<file path="src/rtl/dmem_bridge_pkg.sv">
// Shared types and lane helpers for the data-memory bridge.
package dmem_pkg;

   typedef enum logic [1:0] {
      ST_IDLE   = 2'd0,
      ST_WDRAIN = 2'd1,
      ST_RD     = 2'd2,
      ST_RESP   = 2'd3
   } state_e;

   localparam logic [3:0] BE_WORD = 4'hF;

   // Byte enables for an access: one lane for byte accesses, all four for words.
   function automatic logic [3:0] lane_be(input logic [1:0] off, input logic byte_acc);
      return byte_acc ? (4'b0001 << off) : BE_WORD;
   endfunction

   // Store data as driven on the bus: byte stores replicate the low byte.
   function automatic logic [31:0] store_data(input logic [31:0] wdata, input logic byte_acc);
      return byte_acc ? {4{wdata[7:0]}} : wdata;
   endfunction

   // Load data as seen by the core: byte loads pick one lane, zero-extended.
   function automatic logic [31:0] load_extract(input logic [31:0] rdata, input logic [1:0] off,
                                                input logic byte_acc);
      logic [31:0] sh;
      sh = rdata >> {off, 3'b000};
      return byte_acc ? {24'h0, sh[7:0]} : rdata;
   endfunction

endpackage

</file>
<file path="src/rtl/dmem_bridge_if.sv">
// Request/acknowledge data bus between the bridge and SRAM/peripherals.
interface dmem_bridge_if;
   logic        bus_req;
   logic        bus_we;
   logic [31:0] bus_addr;
   logic [31:0] bus_wdata;
   logic [3:0]  bus_be;
   logic [31:0] bus_rdata;
   logic        bus_ack;

   modport master (output bus_req, bus_we, bus_addr, bus_wdata, bus_be,
                   input  bus_rdata, bus_ack);
   modport slave  (input  bus_req, bus_we, bus_addr, bus_wdata, bus_be,
                   output bus_rdata, bus_ack);
endinterface

</file>
<file path="src/rtl/dmem_bridge_wbuf.sv">
// One-entry posted write buffer: captures a store, holds it until drained.
module dmem_wbuf (
   input  logic        clk,
   input  logic        reset,
   input  logic        cap_i,
   input  logic        clr_i,
   input  logic [31:0] addr_i,
   input  logic [31:0] data_i,
   input  logic [3:0]  be_i,
   output logic        full_o,
   output logic [31:0] addr_o,
   output logic [31:0] data_o,
   output logic [3:0]  be_o
);

   logic        full_q, full_d;
   logic [31:0] addr_q, addr_d;
   logic [31:0] data_q, data_d;
   logic [3:0]  be_q, be_d;

   // Capture wins over clear; the two never coincide because capture needs an empty buffer.
   always_comb begin
      full_d = full_q;
      addr_d = addr_q;
      data_d = data_q;
      be_d   = be_q;
      if (cap_i) begin
         full_d = 1'b1;
         addr_d = addr_i;
         data_d = data_i;
         be_d   = be_i;
      end else if (clr_i) begin
         full_d = 1'b0;
      end
   end

   // Buffer registers.
   always_ff @(posedge clk or posedge reset) begin
      if (reset) begin
         full_q <= 1'b0;
         addr_q <= '0;
         data_q <= '0;
         be_q   <= '0;
      end else begin
         full_q <= full_d;
         addr_q <= addr_d;
         data_q <= data_d;
         be_q   <= be_d;
      end
   end

   assign full_o = full_q;
   assign addr_o = addr_q;
   assign data_o = data_q;
   assign be_o   = be_q;

endmodule

</file>
<file path="src/rtl/dmem_bridge.sv">
// Bridge from single-cycle datapath load/store intent to a req/ack data bus.
module dmem_bridge
   import dmem_pkg::*;
#(
   parameter int unsigned TIMEOUT_CYC = 64,
   parameter logic [31:0] FAULT_DATA  = 32'h0000_0000
) (
   input  logic        clk,
   input  logic        reset,
   input  logic [31:0] core_addr,
   input  logic [31:0] core_wdata,
   input  logic        core_we,
   input  logic        core_re,
   input  logic        core_byte,
   output logic [31:0] core_rdata,
   output logic        stall,
   output logic        fault,
   output logic [31:0] fault_addr,
   dmem_bridge_if.master bus
);

   localparam int unsigned TW = $clog2(TIMEOUT_CYC + 1);

   state_e        state_q, state_d;
   logic [TW-1:0] tmo_q, tmo_d;
   logic [31:0]   rd_addr_q, rd_addr_d;
   logic          rd_byte_q, rd_byte_d;
   logic [31:0]   rdata_q, rdata_d;
   logic          fault_q, fault_d;
   logic [31:0]   fault_addr_q, fault_addr_d;

   logic          aligned, mis_acc, mis_load, in_xfer, tmo_hit;
   logic          wb_cap, wb_clr, wb_full;
   logic [31:0]   wb_addr, wb_data, bus_addr_w;
   logic [3:0]    wb_be, bus_be_w;

   // Access classification, timeout detection and buffer handshake.
   always_comb begin
      aligned  = core_byte | (core_addr[1:0] == 2'b00);
      mis_acc  = (core_we | core_re) & ~aligned;
      mis_load = core_re & ~core_we & ~aligned;
      in_xfer  = (state_q == ST_WDRAIN) || (state_q == ST_RD);
      tmo_hit  = in_xfer & ~bus.bus_ack & (tmo_q == TW'(TIMEOUT_CYC - 1));
      wb_cap   = core_we & aligned & ~wb_full;
      wb_clr   = (state_q == ST_WDRAIN) & (bus.bus_ack | tmo_hit);
   end

   dmem_wbuf u_wbuf (
      .clk    (clk),
      .reset  (reset),
      .cap_i  (wb_cap),
      .clr_i  (wb_clr),
      .addr_i ({core_addr[31:2], 2'b00}),
      .data_i (store_data(core_wdata, core_byte)),
      .be_i   (lane_be(core_addr[1:0], core_byte)),
      .full_o (wb_full),
      .addr_o (wb_addr),
      .data_o (wb_data),
      .be_o   (wb_be)
   );

   // Next-state logic: drain buffered stores first, then serve loads.
   // Drain always returns through IDLE, so a load queued behind a store costs one extra stall cycle.
   always_comb begin
      state_d   = state_q;
      tmo_d     = '0;
      rd_addr_d = rd_addr_q;
      rd_byte_d = rd_byte_q;
      rdata_d   = rdata_q;
      case (state_q)
         ST_IDLE: begin
            if (wb_cap || wb_full) begin
               state_d = ST_WDRAIN;
            end else if (core_re && !core_we && aligned) begin
               state_d   = ST_RD;
               rd_addr_d = core_addr;
               rd_byte_d = core_byte;
            end
         end
         ST_WDRAIN: begin
            if (bus.bus_ack || tmo_hit) state_d = ST_IDLE;
            else                        tmo_d   = tmo_q + TW'(1);
         end
         ST_RD: begin
            if (bus.bus_ack) begin
               rdata_d = load_extract(bus.bus_rdata, rd_addr_q[1:0], rd_byte_q);
               state_d = ST_RESP;
            end else if (tmo_hit) begin
               rdata_d = FAULT_DATA;
               state_d = ST_RESP;
            end else begin
               tmo_d = tmo_q + TW'(1);
            end
         end
         ST_RESP: state_d = ST_IDLE;
         default: state_d = ST_IDLE;
      endcase
   end

   // Fault pulse and sticky fault address.
   always_comb begin
      fault_d      = mis_acc | tmo_hit;
      fault_addr_d = fault_addr_q;
      if (tmo_hit)      fault_addr_d = bus_addr_w;
      else if (mis_acc) fault_addr_d = core_addr;
   end

   // State, timeout counter, read latch and fault registers.
   always_ff @(posedge clk or posedge reset) begin
      if (reset) begin
         state_q      <= ST_IDLE;
         tmo_q        <= '0;
         rd_addr_q    <= '0;
         rd_byte_q    <= 1'b0;
         rdata_q      <= '0;
         fault_q      <= 1'b0;
         fault_addr_q <= '0;
      end else begin
         state_q      <= state_d;
         tmo_q        <= tmo_d;
         rd_addr_q    <= rd_addr_d;
         rd_byte_q    <= rd_byte_d;
         rdata_q      <= rdata_d;
         fault_q      <= fault_d;
         fault_addr_q <= fault_addr_d;
      end
   end

   // Bus drive from the buffer during drains and from the read latch during reads.
   always_comb begin
      bus_addr_w = (state_q == ST_RD) ? {rd_addr_q[31:2], 2'b00} : wb_addr;
      bus_be_w   = (state_q == ST_RD) ? lane_be(rd_addr_q[1:0], rd_byte_q) : wb_be;
      bus.bus_req   = in_xfer;
      bus.bus_we    = (state_q == ST_WDRAIN);
      bus.bus_addr  = bus_addr_w;
      bus.bus_wdata = wb_data;
      bus.bus_be    = bus_be_w;
      stall = ~reset & aligned &
              ((core_re & ~core_we & (state_q != ST_RESP)) | (core_we & wb_full));
      core_rdata = (mis_load & ~reset) ? FAULT_DATA : rdata_q;
      fault      = fault_q;
      fault_addr = fault_addr_q;
   end

endmodule

</file>
<file path="src/flat_wrapper.sv">
// flat-port wrapper written by rule: the top's interface ports become plain ports
module dmem_bridge_flat import dmem_pkg::*;
#(
   parameter int unsigned TIMEOUT_CYC = 64,
   parameter logic [31:0] FAULT_DATA  = 32'h0000_0000
)
  (clk, reset, core_addr, core_wdata, core_we, core_re, core_byte, core_rdata, stall, fault, fault_addr, bus_bus_req, bus_bus_we, bus_bus_addr, bus_bus_wdata, bus_bus_be, bus_bus_rdata, bus_bus_ack);
  dmem_bridge_if bus_i ();
  input  logic clk;
  input  logic reset;
  input  logic [31:0] core_addr;
  input  logic [31:0] core_wdata;
  input  logic core_we;
  input  logic core_re;
  input  logic core_byte;
  output logic [31:0] core_rdata;
  output logic stall;
  output logic fault;
  output logic [31:0] fault_addr;
  output wire logic [$bits(bus_i.bus_req)-1:0] bus_bus_req;
  output wire logic [$bits(bus_i.bus_we)-1:0] bus_bus_we;
  output wire logic [$bits(bus_i.bus_addr)-1:0] bus_bus_addr;
  output wire logic [$bits(bus_i.bus_wdata)-1:0] bus_bus_wdata;
  output wire logic [$bits(bus_i.bus_be)-1:0] bus_bus_be;
  input wire logic [$bits(bus_i.bus_rdata)-1:0] bus_bus_rdata;
  input wire logic [$bits(bus_i.bus_ack)-1:0] bus_bus_ack;
  assign bus_bus_req = bus_i.bus_req;
  assign bus_bus_we = bus_i.bus_we;
  assign bus_bus_addr = bus_i.bus_addr;
  assign bus_bus_wdata = bus_i.bus_wdata;
  assign bus_bus_be = bus_i.bus_be;
  assign bus_i.bus_rdata = bus_bus_rdata;
  assign bus_i.bus_ack = bus_bus_ack;
  dmem_bridge #(.TIMEOUT_CYC(TIMEOUT_CYC), .FAULT_DATA(FAULT_DATA)) u_core (.clk(clk), .reset(reset), .core_addr(core_addr), .core_wdata(core_wdata), .core_we(core_we), .core_re(core_re), .core_byte(core_byte), .core_rdata(core_rdata), .stall(stall), .fault(fault), .fault_addr(fault_addr), .bus(bus_i));
endmodule
</file>
<file path="config.mk">
export PLATFORM = sky130hd
export DESIGN_NAME = dmem_bridge_flat
export DESIGN_NICKNAME = d
export VERILOG_FILES = /design/src/rtl/dmem_bridge_pkg.sv /design/src/rtl/dmem_bridge_if.sv /design/src/rtl/dmem_bridge_wbuf.sv /design/src/rtl/dmem_bridge.sv /design/src/flat_wrapper.sv
export SDC_FILE = /design/constraint.sdc
export NUM_CORES = 1
export LEC_CHECK = 0
export CORE_MARGIN = 1.5
export CORE_UTILIZATION = 48
export DETAILED_ROUTE_END_ITERATION = 6
export GPL_TIMING_DRIVEN = 0
export MAX_ROUTING_LAYER = met4
export PLACE_DENSITY = 0.8
export SYNTH_ARGS = -nofsm -noshare
export SYNTH_HDL_FRONTEND = slang
export SYNTH_SLANG_ARGS = --single-unit
</file>
<file path="constraint.sdc">
create_clock -name clk -period 6.13 [get_ports clk]
set_input_delay 0.613 -clock clk [delete_from_list [all_inputs] [get_ports clk]]
set_output_delay 0.613 -clock clk [all_outputs]
set_load 0.02 [all_outputs]
</file>
==> reports/qor.csv, run 1 <==
metric;value;unit
leak pwr;0.005151;µW
Die Ht;135.6;µm
CP max-delay cell;clkdlybuf4s50_1;
Row Count;48;
Max VDD drop;0.2403;mV
Net count, final;1058;
post-DP HPWL;15420;µm
clk sink count;174;
PD cells;473.4;nW/µm²
# resized after CTS;0;
Slew Limit Fails;0;
Setup-failing EPs final;0;
hold_sp;u_core.tmo_q[0];
# DRC;0;
CTS Buf Count;17;
# hold bufs at CTS;0;
WL/cell;17.79;µm
first drt pass iteration count;4;
status;finished, final reports clean;
CP Launch Point;u_core.state_q[0];
ordered list of cells on the worst path;inv_1 > ha_1 > clkbuf_1 > clkbuf_1 > mux2_2 > clkdlybuf4s50_1;
aggregate global routing overflow;0;
starting density of the core;48.97;%
Layout area overhead;38.54;%
R2R Path Start;u_core.state_q[0];
Max-Cap Viols;0;
Die Area;18390;µm²
flop-to-flop setup slack;3.78;ns
layout cells sized above 1;12.46;%
DRT met1 WL;9080;µm
most common cell after layout, fill and taps aside;clkdlybuf4s50_1;
Final Total Pwr;5536;µW
post-detailed-route count of antenna-violating nets;0;
CTS max path bufs;2;
uppermost routed layer;met4;
Crit path largest cell delay;0.57;ns
FMAX;281.7;MHz
CTS tree;done;
CTS HTree Levels;4;
Final Hold Viols;0;
CP required;5.52;ns
cell repeated most along the worst path;clkbuf_1;
met2 wire len;9801;µm
crit path launch type;flip-flop;
routed vias;6253;
commonest cells after routing, fill and taps aside;clkdlybuf4s50_1 (232), dfrtp_1 (174), mux2_1 (102), o21ai_1 (51), nand2_1 (41);
synthesized area;8441;µm²
slew margin rel.;45.17;%
mean post-synth cell area;12.11;µm²
setup bufs post-CTS;0;
CTS Root Cell;clkbuf_16;
final setup TNS;0;ns
dpl cells;1156;
worst slew pin tran;0.8225;ns
Ant. Diodes;0;
Worst Path Max Fanout;10;
Syn. warnings;0;
io pins;238;
Detailed Route Iter0 Violations;261;
Via density;5.263;
Cell Count, Final, Fillers Out;1188;
Worst-Skew Late Latency;0.43;ns
met3 wire length;1753;µm
Die X;135.6;µm
Worst Setup Path Type;flip-flop to output pin;
hold crit path type;flip-flop to flip-flop;
CP endpoint kind;output pin;
Yosys cell types;46;
global-route wire length before repair;33730;µm
gr usage total;24.57;%
period utilisation layout;57.91;%
largest net degree at the start of global routing;93;
placer congestion estimate;0.9063;
CORE AREA;17240;µm²
post-synthesis sequential area ratio;51.59;%
Gate Count Post-Synth;697;
arrival time at the worst endpoint;2.94;ns
initial antenna violation count;0;
flops & latches, synth;174;
RSZ-0062 raised after global routing;false;
post-layout minimum cycle time;3.550;ns
Port Buffers;232;
vias in the first global route;6417;
Clock Pin Slew Worst Setup and Hold Paths;0.06;ns
total wire length;21130;µm
clock skew;0.01409;ns
area by class of cell:
cell class / instances / area (µm²)
sequential: 174 / 4354
timing repair buffer: 233 / 2350
clock buffer: 22 / 484.2
inverter: 30 / 120.1
clock inverter: 10 / 126.4
fill: 1317 / 5543
tap: 225 / 281.5
buffer: 48 / 237.7
multi-input combinational: 446 / 3740
power breakdown:
part,switching [µW],internal [µW],total (µW),leakage (µW)
clock network,460,651,1110,0.000302
registers,247,1620,1870,0.00214
logic,1280,1280,2560,0.00271
total,1980,3550,5540,0.00515
routing by layer:
metal | GRT usage, % | vias to the layer above
li1 | - | 2946
met1 | 31.50 | 3031
met2 | 37.62 | 241
met3 | 6.771 | 35
met4 | 8.483 | 0
met5 | - | -
worst max-delay path, delay by kind of cell (launching register included):
kind | cells | cell delay, ns
adders and majority gates | 1 | 0.15
DFF | 1 | 0.41
buffers and inverters | 4 | 1.54
muxes | 1 | 0.42
synthesized netlist by cell type, drive strengths merged:
cell type | instances | area (µm²)
dfrtp | 174 | 4354
mux2 | 162 | 1937
o21ai | 62 | 310.3
nand2 | 41 | 153.9
mux2i | 35 | 350.3
and2 | 34 | 212.7
inv | 29 | 108.9
buf | 26 | 155.1
nand3 | 26 | 130.1
clkbuf | 22 | 82.58
nor2 | 16 | 60.06
a21o | 8 | 60.06
a221oi | 8 | 70.07
o22ai | 8 | 50.05
ha | 6 | 75.07
a31oi | 4 | 25.02
nor2b | 4 | 25.02
xor2 | 4 | 35.03
and3 | 3 | 18.77
o31ai | 3 | 22.52
nand2b | 2 | 20.02
o211ai | 2 | 15.01
o21a | 2 | 15.01
xnor2 | 2 | 17.52
a22o | 1 | 8.760
a32oi | 1 | 27.53
clkinv | 1 | 3.750
conb | 1 | 3.750
nand4 | 1 | 6.260
nor3 | 1 | 5.000
nor3b | 1 | 7.510
nor4 | 1 | 6.260
o21bai | 1 | 18.77
o31a | 1 | 8.760
o41ai | 1 | 16.27
or2 | 1 | 6.260
or3 | 1 | 6.260
or4 | 1 | 11.26
cell families after synthesis:
group | Yosys count | share of synthesized area (%)
AND/OR/NAND/NOR | 133 | 7.931
AO/OA/AOI/OAI | 102 | 7.679
adder cells (fa/ha/maj) | 6 | 0.8894
flip-flops | 174 | 51.59
other | 1 | 0.04443
buffers and inverters | 78 | 4.150
XOR/XNOR | 6 | 0.6226
multiplexers | 197 | 27.10
worst paths after layout:
path	endpoint	cells past startpoint
worst max register to register	u_core.rdata_q[23]	9
min in group asynchronous	u_core.rd_addr_q[9]	2
worst min register to register	u_core.tmo_q[0]	1
worst min-delay path	u_core.tmo_q[0]	1
worst max-delay path	bus_bus_addr[29]	6
max in group asynchronous	u_core.tmo_q[6]	3
metrics by stage:
| stage | area (µm²) | hold WS [ns] | utilization [%] | worst slack (ns) |
|---|---|---|---|---|
| 2_1_floorplan | 8444 | 0.4331 | - | 0.6175 |
| 3_3_place_gp | 11050 | 0.4500 | 64.10 | -1.908 |
| 3_5_place_dp | 11080 | 0.4584 | 64.30 | 2.729 |
| 4_1_cts | 11690 | 0.4686 | 67.84 | 2.522 |
| 5_1_grt | 11690 | 0.4867 | 67.84 | 2.400 |
| 6_report | 11690 | 0.4661 | 67.84 | 2.580 |
state kept, by name, indices dropped and copies added, names as in the netlist:
register	count
u_core.fault_addr	32
u_core.rd_addr_q	32
u_core.rdata_q	32
u_core.u_wbuf.data_o	32
u_core.u_wbuf.addr_o	30
u_core.tmo_q	7
u_core.u_wbuf.be_o	4
u_core.state_q	2
u_core.fault	1
u_core.rd_byte_q	1
u_core.u_wbuf.full_o	1
Power figures use the tool's default switching activity.
==> run 2, diff against run 1 <==
- clock period: 6.13 -> 3.3 ns (I/O delays scaled with it)
==> run 2 against run 1 <==
  * Final cell count up 0.42%
  * Power up 86%
  * Design area grew 0.55%
  * Sequential power up 85%
  * Worst setup slack got worse by 2.4 ns
  * Via count barely moved
  * Clock power up 84%
  * Hold slack worse by 0.24 ns
  * Die area unchanged
  * Wire length up 0.86%
  * Non-clock buffer count up 4
  * Largest power group unchanged
==> reports/qor.csv, run 2 (synthesis gave the netlist of run 1 again) <==
metric;value;unit;change
status;finished, final reports clean;;
CTS Buf Count;17;;unchanged
Die Area;18390;µm²;unchanged
worst slew pin tran;0.7948;ns;-0.02768 ns
routed vias;6251;;-0.032%
arrival time at the worst endpoint;2.77;ns;-0.17 ns
Final Hold Viols;0;;unchanged
placer congestion estimate;0.9291;;+2.5%
post-DP HPWL;15570;µm;+0.94%
crit path launch type;flip-flop;;
CTS max path bufs;2;;unchanged
slew margin rel.;47.01;%;+1.8 points
CP Launch Point;u_core.state_q[0];;
# DRC;0;;unchanged
Net count, final;1062;;+0.38%
initial antenna violation count;1;;+1
Setup-failing EPs final;0;;unchanged
hold_ws;0.2257;ns;-0.2405 ns
Port Buffers;232;;unchanged
largest net degree at the start of global routing;40;;-57%
post-layout minimum cycle time;3.096;ns;
Die Ht;135.6;µm;unchanged
Layout area overhead;39.30;%;
vias in the first global route;6427;;+0.16%
RSZ-0062 raised after global routing;false;;
CTS tree;done;;
Detailed Route Iter0 Violations;292;;+12%
period utilisation layout;93.81;%;
clock skew;0.01038;ns;-0.003705 ns
PD cells;873.7;nW/µm²;+85%
Via density;5.240;;-0.45%
io pins;238;;unchanged
Worst Path Max Fanout;10;;unchanged
R2R Path Start;u_core.state_q[0];;
total wire length;21310;µm;+0.86%
Worst-Skew Late Latency;0.43;ns;about the same
cell depth of the worst flop-to-flop path;9;;unchanged
# hold bufs at CTS;0;;unchanged
post-detailed-route count of antenna-violating nets;0;;unchanged
gr usage total;24.52;%;-0.049 points
Max-Cap Viols;0;;unchanged
CP max-delay cell;clkdlybuf4s50_1;;
starting density of the core;48.97;%;unchanged
most common cell after layout, fill and taps aside;clkdlybuf4s50_1;;
Crit path largest cell delay;0.56;ns;about the same
flop-to-flop setup slack;0.86;ns;-2.92 ns
hold crit path type;primary input to flip-flop;;
leak pwr;0.005184;µW;+0.63%
Slew Limit Fails;0;;unchanged
clk sink count;174;;unchanged
Final Total Pwr;10270;µW;+86%
FMAX;323.0;MHz;
first drt pass iteration count;6;;+2
CORE AREA;17240;µm²;unchanged
Clock Pin Slew Worst Setup and Hold Paths;0.07;ns;about the same
Max VDD drop;0.5911;mV;+150%
layout cells sized above 1;13.24;%;+0.78 points
CTS HTree Levels;4;;unchanged
Worst Setup Path Type;flip-flop to output pin;;
CTS Root Cell;clkbuf_16;;
final setup TNS;0;ns;unchanged
hold path depth;2;;+1
Row Count;48;;unchanged
Die X;135.6;µm;unchanged
commonest cells after routing, fill and taps aside;clkdlybuf4s50_1 (232), dfrtp_1 (174), mux2_1 (102), o21ai_1 (51), nand2_1 (41);;
WL/cell;17.86;µm;+0.43%
RR Endpoint;u_core.rdata_q[20];;
aggregate global routing overflow;0;;unchanged
CP endpoint kind;output pin;;
CP required;2.97;ns;-2.55 ns
Critical Path End;bus_bus_addr[5];;
global-route wire length before repair;33810;µm;+0.25%
ordered list of cells on the worst path;inv_1 > ha_1 > clkbuf_1 > clkbuf_2 > mux2_2 > clkdlybuf4s50_1;;
-- run 2: worst min-delay path by stage --
stage	endpoint	from
finish	u_core.u_wbuf.be_o[0]	core_addr[1]
global route	u_core.u_wbuf.be_o[2]	core_addr[0]
CTS	u_core.u_wbuf.be_o[0]	core_addr[0]
detailed placement	u_core.u_wbuf.be_o[3]	u_core.u_wbuf.be_o[3]
global placement	u_core.tmo_q[0]	u_core.tmo_q[0]
floorplan	u_core.tmo_q[0]	u_core.tmo_q[0]
-- run 2: worst max-delay path: cells and delay by family, from the launching register on --
family	cells	cell delay (ns)
fa+ha+maj	1	0.15
buf+inv	4	1.36
flops	1	0.42
mux	1	0.42
-- run 2: through the flow --
| stage | worst slack [ns] | instance area (µm²) | std cells | util, % |
|---|---|---|---|---|
| 2_1_floorplan | -0.4579 | 8448 | 698 | - |
| 5_1_grt | 0.06942 | 11760 | 1193 | 68.21 |
| 6_report | 0.2043 | 11760 | 1193 | 68.21 |
| 3_3_place_gp | -2.607 | 11050 | 1155 | 64.12 |
| 3_5_place_dp | 0.3829 | 11150 | 1160 | 64.70 |
| 4_1_cts | 0.002831 | 11750 | 1192 | 68.18 |
-- run 2: power breakdown --
group | switching, µW | total, µW | internal, µW
Clock | 954 | 2040 | 1080
Sequential | 451 | 3460 | 3010
Combinational | 2390 | 4780 | 2390
Total | 3790 | 10300 | 6480
-- run 2: final cells by class --
| cell class | count | area [µm²] |
|---|---|---|
| fill | 1279 | 5479 |
| multi-input combinational | 446 | 3740 |
| timing repair buffer | 237 | 2422 |
| antenna | 1 | 2.502 |
| sequential | 174 | 4354 |
| clock buffer | 17 | 425.4 |
| inverter | 30 | 116.4 |
| clock inverter | 15 | 173.9 |
| tap | 225 | 281.5 |
| buffer | 48 | 241.5 |
-- run 2: per-layer routing --
layer / track usage (%) / part of all wire, %
met3: 6.135 / 7.9
met5: - / 0
met1: 32.35 / 44
met2: 36.83 / 45
met4: 8.602 / 2.3
-- run 2: repair_timing --
item | in CTS | in global routing
gates resized for setup | 1 | 4
endpoints found under the setup margin | 10 | 20
cloned | 0 | 0
buffers inserted | 0 | 0
==> edit 1: new RTL, config.mk and constraints of run 1 <==
`TIMEOUT_CYC` is set to 64 in 2 places; all go to 128.
--- a/src/rtl/dmem_bridge.sv
+++ b/src/rtl/dmem_bridge.sv
@@ -2,7 +2,7 @@
 module dmem_bridge
    import dmem_pkg::*;
 #(
-   parameter int unsigned TIMEOUT_CYC = 64,
+   parameter int unsigned TIMEOUT_CYC = 128,
    parameter logic [31:0] FAULT_DATA  = 32'h0000_0000
 ) (
    input  logic        clk,
--- a/src/flat_wrapper.sv
+++ b/src/flat_wrapper.sv
@@ -1,7 +1,7 @@
 // flat-port wrapper written by rule: the top's interface ports become plain ports
 module dmem_bridge_flat import dmem_pkg::*;
 #(
-   parameter int unsigned TIMEOUT_CYC = 64,
+   parameter int unsigned TIMEOUT_CYC = 128,
    parameter logic [31:0] FAULT_DATA  = 32'h0000_0000
 )
   (clk, reset, core_addr, core_wdata, core_we, core_re, core_byte, core_rdata, stall, fault, fault_addr, bus_bus_req, bus_bus_we, bus_bus_addr, bus_bus_wdata, bus_bus_be, bus_bus_rdata, bus_bus_ack);
Function: same outputs for any inputs over 4 cycles, from zero or initial values and one cycle with reset high; that may be too few to reach the edited logic, so the function may still have changed.
==> edit 1 against run 1 <==
Sequential cell count is 1 higher. Worst setup slack better by 0.050 ns. Final area is 0.93% lower. Power is 1.9% higher. Wire length hardly changed. Synthesized area is 1.1% lower. Via count is 2.4% lower. Critical path depth stayed put.
==> edit 1: results (changes against run 1) <==
set qor(status) {finished, final reports clean}
set qor(place_hpwl_um) 15400 ;# -0.18%
set qor(post_synth_fa_ha_maj_area_fraction) 0.00750 ;# -0.00140
set qor(yosys-mux-area-fraction) 0.272 ;# +0.000839
set qor(via_count_of_the_first_global_routing_pass) 6285 ;# -2.1%
set qor(timing.rr.end) {u_core.fault_addr[13]$_DFFE_PP0P_}
set qor(yosysUniqueCellTypes) 49 ;# +6.5%
set qor(io_buffers) 233 ;# +0.43%
set qor(hold_ws_ns) 0.481 ;# +0.0146 ns
set qor(final_cell_area_um2) 11600 ;# -0.93%
set qor(netlist_instances) 645 ;# -7.5%
set qor(nonClockBufferCount) 278 ;# -1.1%
set qor(finalWeightedCongestion) 0.862 ;# -4.8%
set qor(seq_area_frac_synth) 0.525 ;# +0.00888
set qor(fin_worst_skew_ns) 0.0104 ;# -0.00372 ns
set qor(synth_common_cells) {sky130_fd_sc_hd__dfrtp_1, sky130_fd_sc_hd__mux2_2, sky130_fd_sc_hd__nand2_1}
set qor(clock_buffers) 18 ;# -18%
set qor(drt-total-wl_um) 21100 ;# about the same
set qor(switching_fraction_of_total_power) 0.356 ;# -0.00273
set qor(nets) 1006 ;# -4.9%
set qor(intPower_mw) 3.63 ;# +2.3%
set qor(leakage_power_nw) 4.95 ;# -4.0%
set qor(peakVddDrop_mv) 0.234 ;# -2.7%
set qor(pre_cts_slack_ns) 2.51 ;# -0.218 ns
set qor(inverters_excl_clock) 5 ;# -83%
set qor(groute.usage.overall) 0.246 ;# about the same
set qor(critical_path_arrival_ns) 2.89 ;# -0.05 ns
## edit 1: cell types whose count changed in the layout (fill, tap and decap cells not counted), moves of 9 or more
| cell | before | now |
|---|---|---|
| sky130_fd_sc_hd__inv_1 | 28 | 4 |
| sky130_fd_sc_hd__nor2_1 | 16 | 27 |
| sky130_fd_sc_hd__mux2_1 | 102 | 0 |
| sky130_fd_sc_hd__o21ai_1 | 51 | 1 |
| sky130_fd_sc_hd__a22o_1 | 1 | 25 |
| sky130_fd_sc_hd__mux2_2 | 30 | 141 |
| sky130_fd_sc_hd__o21ai_0 | 11 | 27 |
| sky130_fd_sc_hd__o221ai_1 | 0 | 9 |
| sky130_fd_sc_hd__nand3_1 | 26 | 2 |
| sky130_fd_sc_hd__mux2i_1 | 35 | 26 |
## edit 1: critical path: cells and delay by family
kind / cells / cell delay, ns
buffers and inverters: 3 / 1.60
and+or+nand+nor: 3 / 0.67
==> edit 2: new RTL, config.mk and constraints of run 1 <==
Without the edit above. The 4 states of `state_e` get a one-hot encoding in 4 bits.
--- a/src/rtl/dmem_bridge_pkg.sv
+++ b/src/rtl/dmem_bridge_pkg.sv
@@ -1,11 +1,11 @@
 // Shared types and lane helpers for the data-memory bridge.
 package dmem_pkg;
 
-   typedef enum logic [1:0] {
-      ST_IDLE   = 2'd0,
-      ST_WDRAIN = 2'd1,
-      ST_RD     = 2'd2,
-      ST_RESP   = 2'd3
+   typedef enum logic [3:0] {
+      ST_IDLE   = 4'b0001,
+      ST_WDRAIN = 4'b0010,
+      ST_RD     = 4'b0100,
+      ST_RESP   = 4'b1000
    } state_e;
 
    localparam logic [3:0] BE_WORD = 4'hF;
Check against the original RTL: no difference found for any inputs over 4 cycles, from zero or initial values and one cycle with reset high; so few cycles prove little.
==> edit 2 against run 1 <==
Clock power decreased by 8%. Wire length shrank 0.59%. Worst setup slack got worse by 0.047 ns. First-iteration DRC count up 12%. Synthesized area decreased by 2.6%. Sequential share of layout area is 1.4 points higher. Synthesized cell count shrank 2.4%. Power is 13% lower. Sequential cell count grew 2. Final area shrank 2.5%. Largest power group unchanged.
==> edit 2: results (changes against run 1) <==
set qor(critical-path-max-stage-delay_ns) 0.67 ;# +0.10 ns
set qor(drt-total-wl_um) 21000 ;# -0.59%
set qor(reg2reg_setup_slack_ns) 3.87 ;# +0.09 ns
set qor(use_met1) 0.309 ;# -0.00624
set qor(max_slew.worst_pin.slew_ns) 0.780 ;# -0.0421 ns
set qor(maximum_number_of_pins_on_one_net_before_global_route_repair) 121 ;# +30%
set qor(synth_warnings) 0 ;# unchanged
set qor(via_count_of_the_first_global_routing_pass) 6503 ;# +1.3%
set qor(critical-path-slowest-cell) {sky130_fd_sc_hd__clkdlybuf4s50_1}
set qor(cts-root-buf) {sky130_fd_sc_hd__clkbuf_16}
set qor(crit_start) {reset}
set qor(finalWeightedCongestion) 0.818 ;# -9.8%
set qor(seq_area_frac_synth) 0.536 ;# +0.0200
set qor(place_hpwl_um) 15400 ;# -0.34%
set qor(status) {finished, final reports clean}
set qor(fin_worst_skew_ns) 0.00767 ;# -0.00642 ns
set qor(drt_iter0_drc) 292 ;# +12%
set qor(synth.top_cells.by_area) {sky130_fd_sc_hd__dfrtp_1, sky130_fd_sc_hd__mux2_2, sky130_fd_sc_hd__mux2i_1}
set qor(timing.critical_path.max_delay_family) {buffers and inverters}
set qor(cts_buffers) 17 ;# unchanged
set qor(worst_hold_startpoint) {core_addr[0]}
set qor(grtUsageMet3) 0.0563 ;# -0.0114
set qor(rr_startpoint) {u_core.u_wbuf.full_o$_DFFE_PP0P_}
set qor(timing.critical_path.fanout_max) 120 ;# +110
set qor(grt_antenna_before_repair) 0 ;# unchanged
set qor(final-hold-violation-count) 0 ;# unchanged
set qor(leakage_power_nw) 5.10 ;# -0.92%
set qor(detailroute.via_count) 6189 ;# -1.0%
set qor(timing.hold.worst.class) {primary input to flop}
set qor(nets) 1036 ;# -2.1%
set qor(wire_length_of_the_first_global_routing_pass_um) 33800 ;# +0.18%
set qor(global_route.usage.met2) 0.399 ;# +0.0224
set qor(synth_edf_count) 0 ;# unchanged
set qor(worst-r2r-cell-count) 5 ;# -4
set qor(yosysUniqueCellTypes) 48 ;# +4.3%
set qor(synth_common_cells) {sky130_fd_sc_hd__dfrtp_1, sky130_fd_sc_hd__nor2_1, sky130_fd_sc_hd__mux2_2}
set qor(cts_max_path_buffers) 2 ;# unchanged
set qor(clk-insertion-delay-late_ns) 0.41 ;# -0.02 ns
set qor(peakVddDrop_mv) 0.275 ;# +15%
set qor(worst_setup_hold_path_clk_slew_ns) 0.06 ;# about the same
set qor(groute.usage.overall) 0.249 ;# +0.00290
set qor(postCtsSetupBuffers) 0 ;# unchanged
set qor(ratio_of_cells_with_drive_above_1_in_the_final_layout) 0.182 ;# +0.0576
set qor(hold_path_depth) 2 ;# +1
set qor(max_cap_violations) 0 ;# unchanged
set qor(drtPass1Iterations) 4 ;# unchanged
set qor(fillerInstances) 1293 ;# -1.8%
set qor(cts.repair.resized) 0 ;# unchanged
[edit 2: logic make-up (layout without fill, tap and decap cells)]
kind of cell	Yosys count	in the layout	synth area share
flops	176	176	0.536
mux	165	165	0.231
simple gates	153	153	0.0898
compound gates	123	123	0.101
buf+inv	54	317	0.0333
xor+xnor	7	7	0.00746
fa+ha+maj	1	1	0.00152
other cells	1	2	0.000456
[edit 2: power breakdown]
group	internal (mW)	total [mW]	switching (mW)
sequential	1.57	1.80	0.232
clock	0.577	1.02	0.440
combinational	1.08	2.01	0.932
[edit 2: worst paths after layout]
| path | endpoint |
|---|---|
| worst min-delay path | u_core.u_wbuf.be_o[2]$_DFFE_PP0P_ |
| worst max register to register | u_core.u_wbuf.data_o[27]$_DFFE_PP0P_ |
| worst max-delay path | stall |
| max in group asynchronous | u_core.rd_addr_q[29]$_DFFE_PP0P_ |
| min in group asynchronous | u_core.rdata_q[8]$_DFFE_PP0P_ |
| worst min register to register | u_core.tmo_q[0]$_DFF_PP0_ |
[edit 2: layout make-up]
class	count	share of cell area
clock inverter	9	0.00757
multi-input combinational	451	0.311
inverter	4	0.00197
buffer	50	0.0227
timing repair buffer	233	0.206
clock buffer	21	0.0404
tap	220	0.0241
sequential	176	0.386
[edit 2: layer usage]
| metal | vias up | share of wire |
|---|---|---|
| met3 | 23 | 0.054 |
| met4 | 0 | 0.022 |
| li1 | 2916 | - |
| met2 | 195 | 0.49 |
| met5 | - | 0 |
| met1 | 3055 | 0.44 |
[edit 2: per-stage QoR]
step           instance area (µm²)  setup TNS, ns  hold slack (ns)  cells  setup WS [ns]
2_1_floorplan                 8230              0            0.431    681          0.657
3_3_place_gp                 10800        -296.86            0.446   1133          -1.94
3_5_place_dp                 10900              0            0.458   1134           2.46
4_1_cts                      11400              0            0.419   1164           2.46
5_1_grt                      11400              0            0.427   1164           2.32
6_report                     11400              0            0.443   1164           2.53
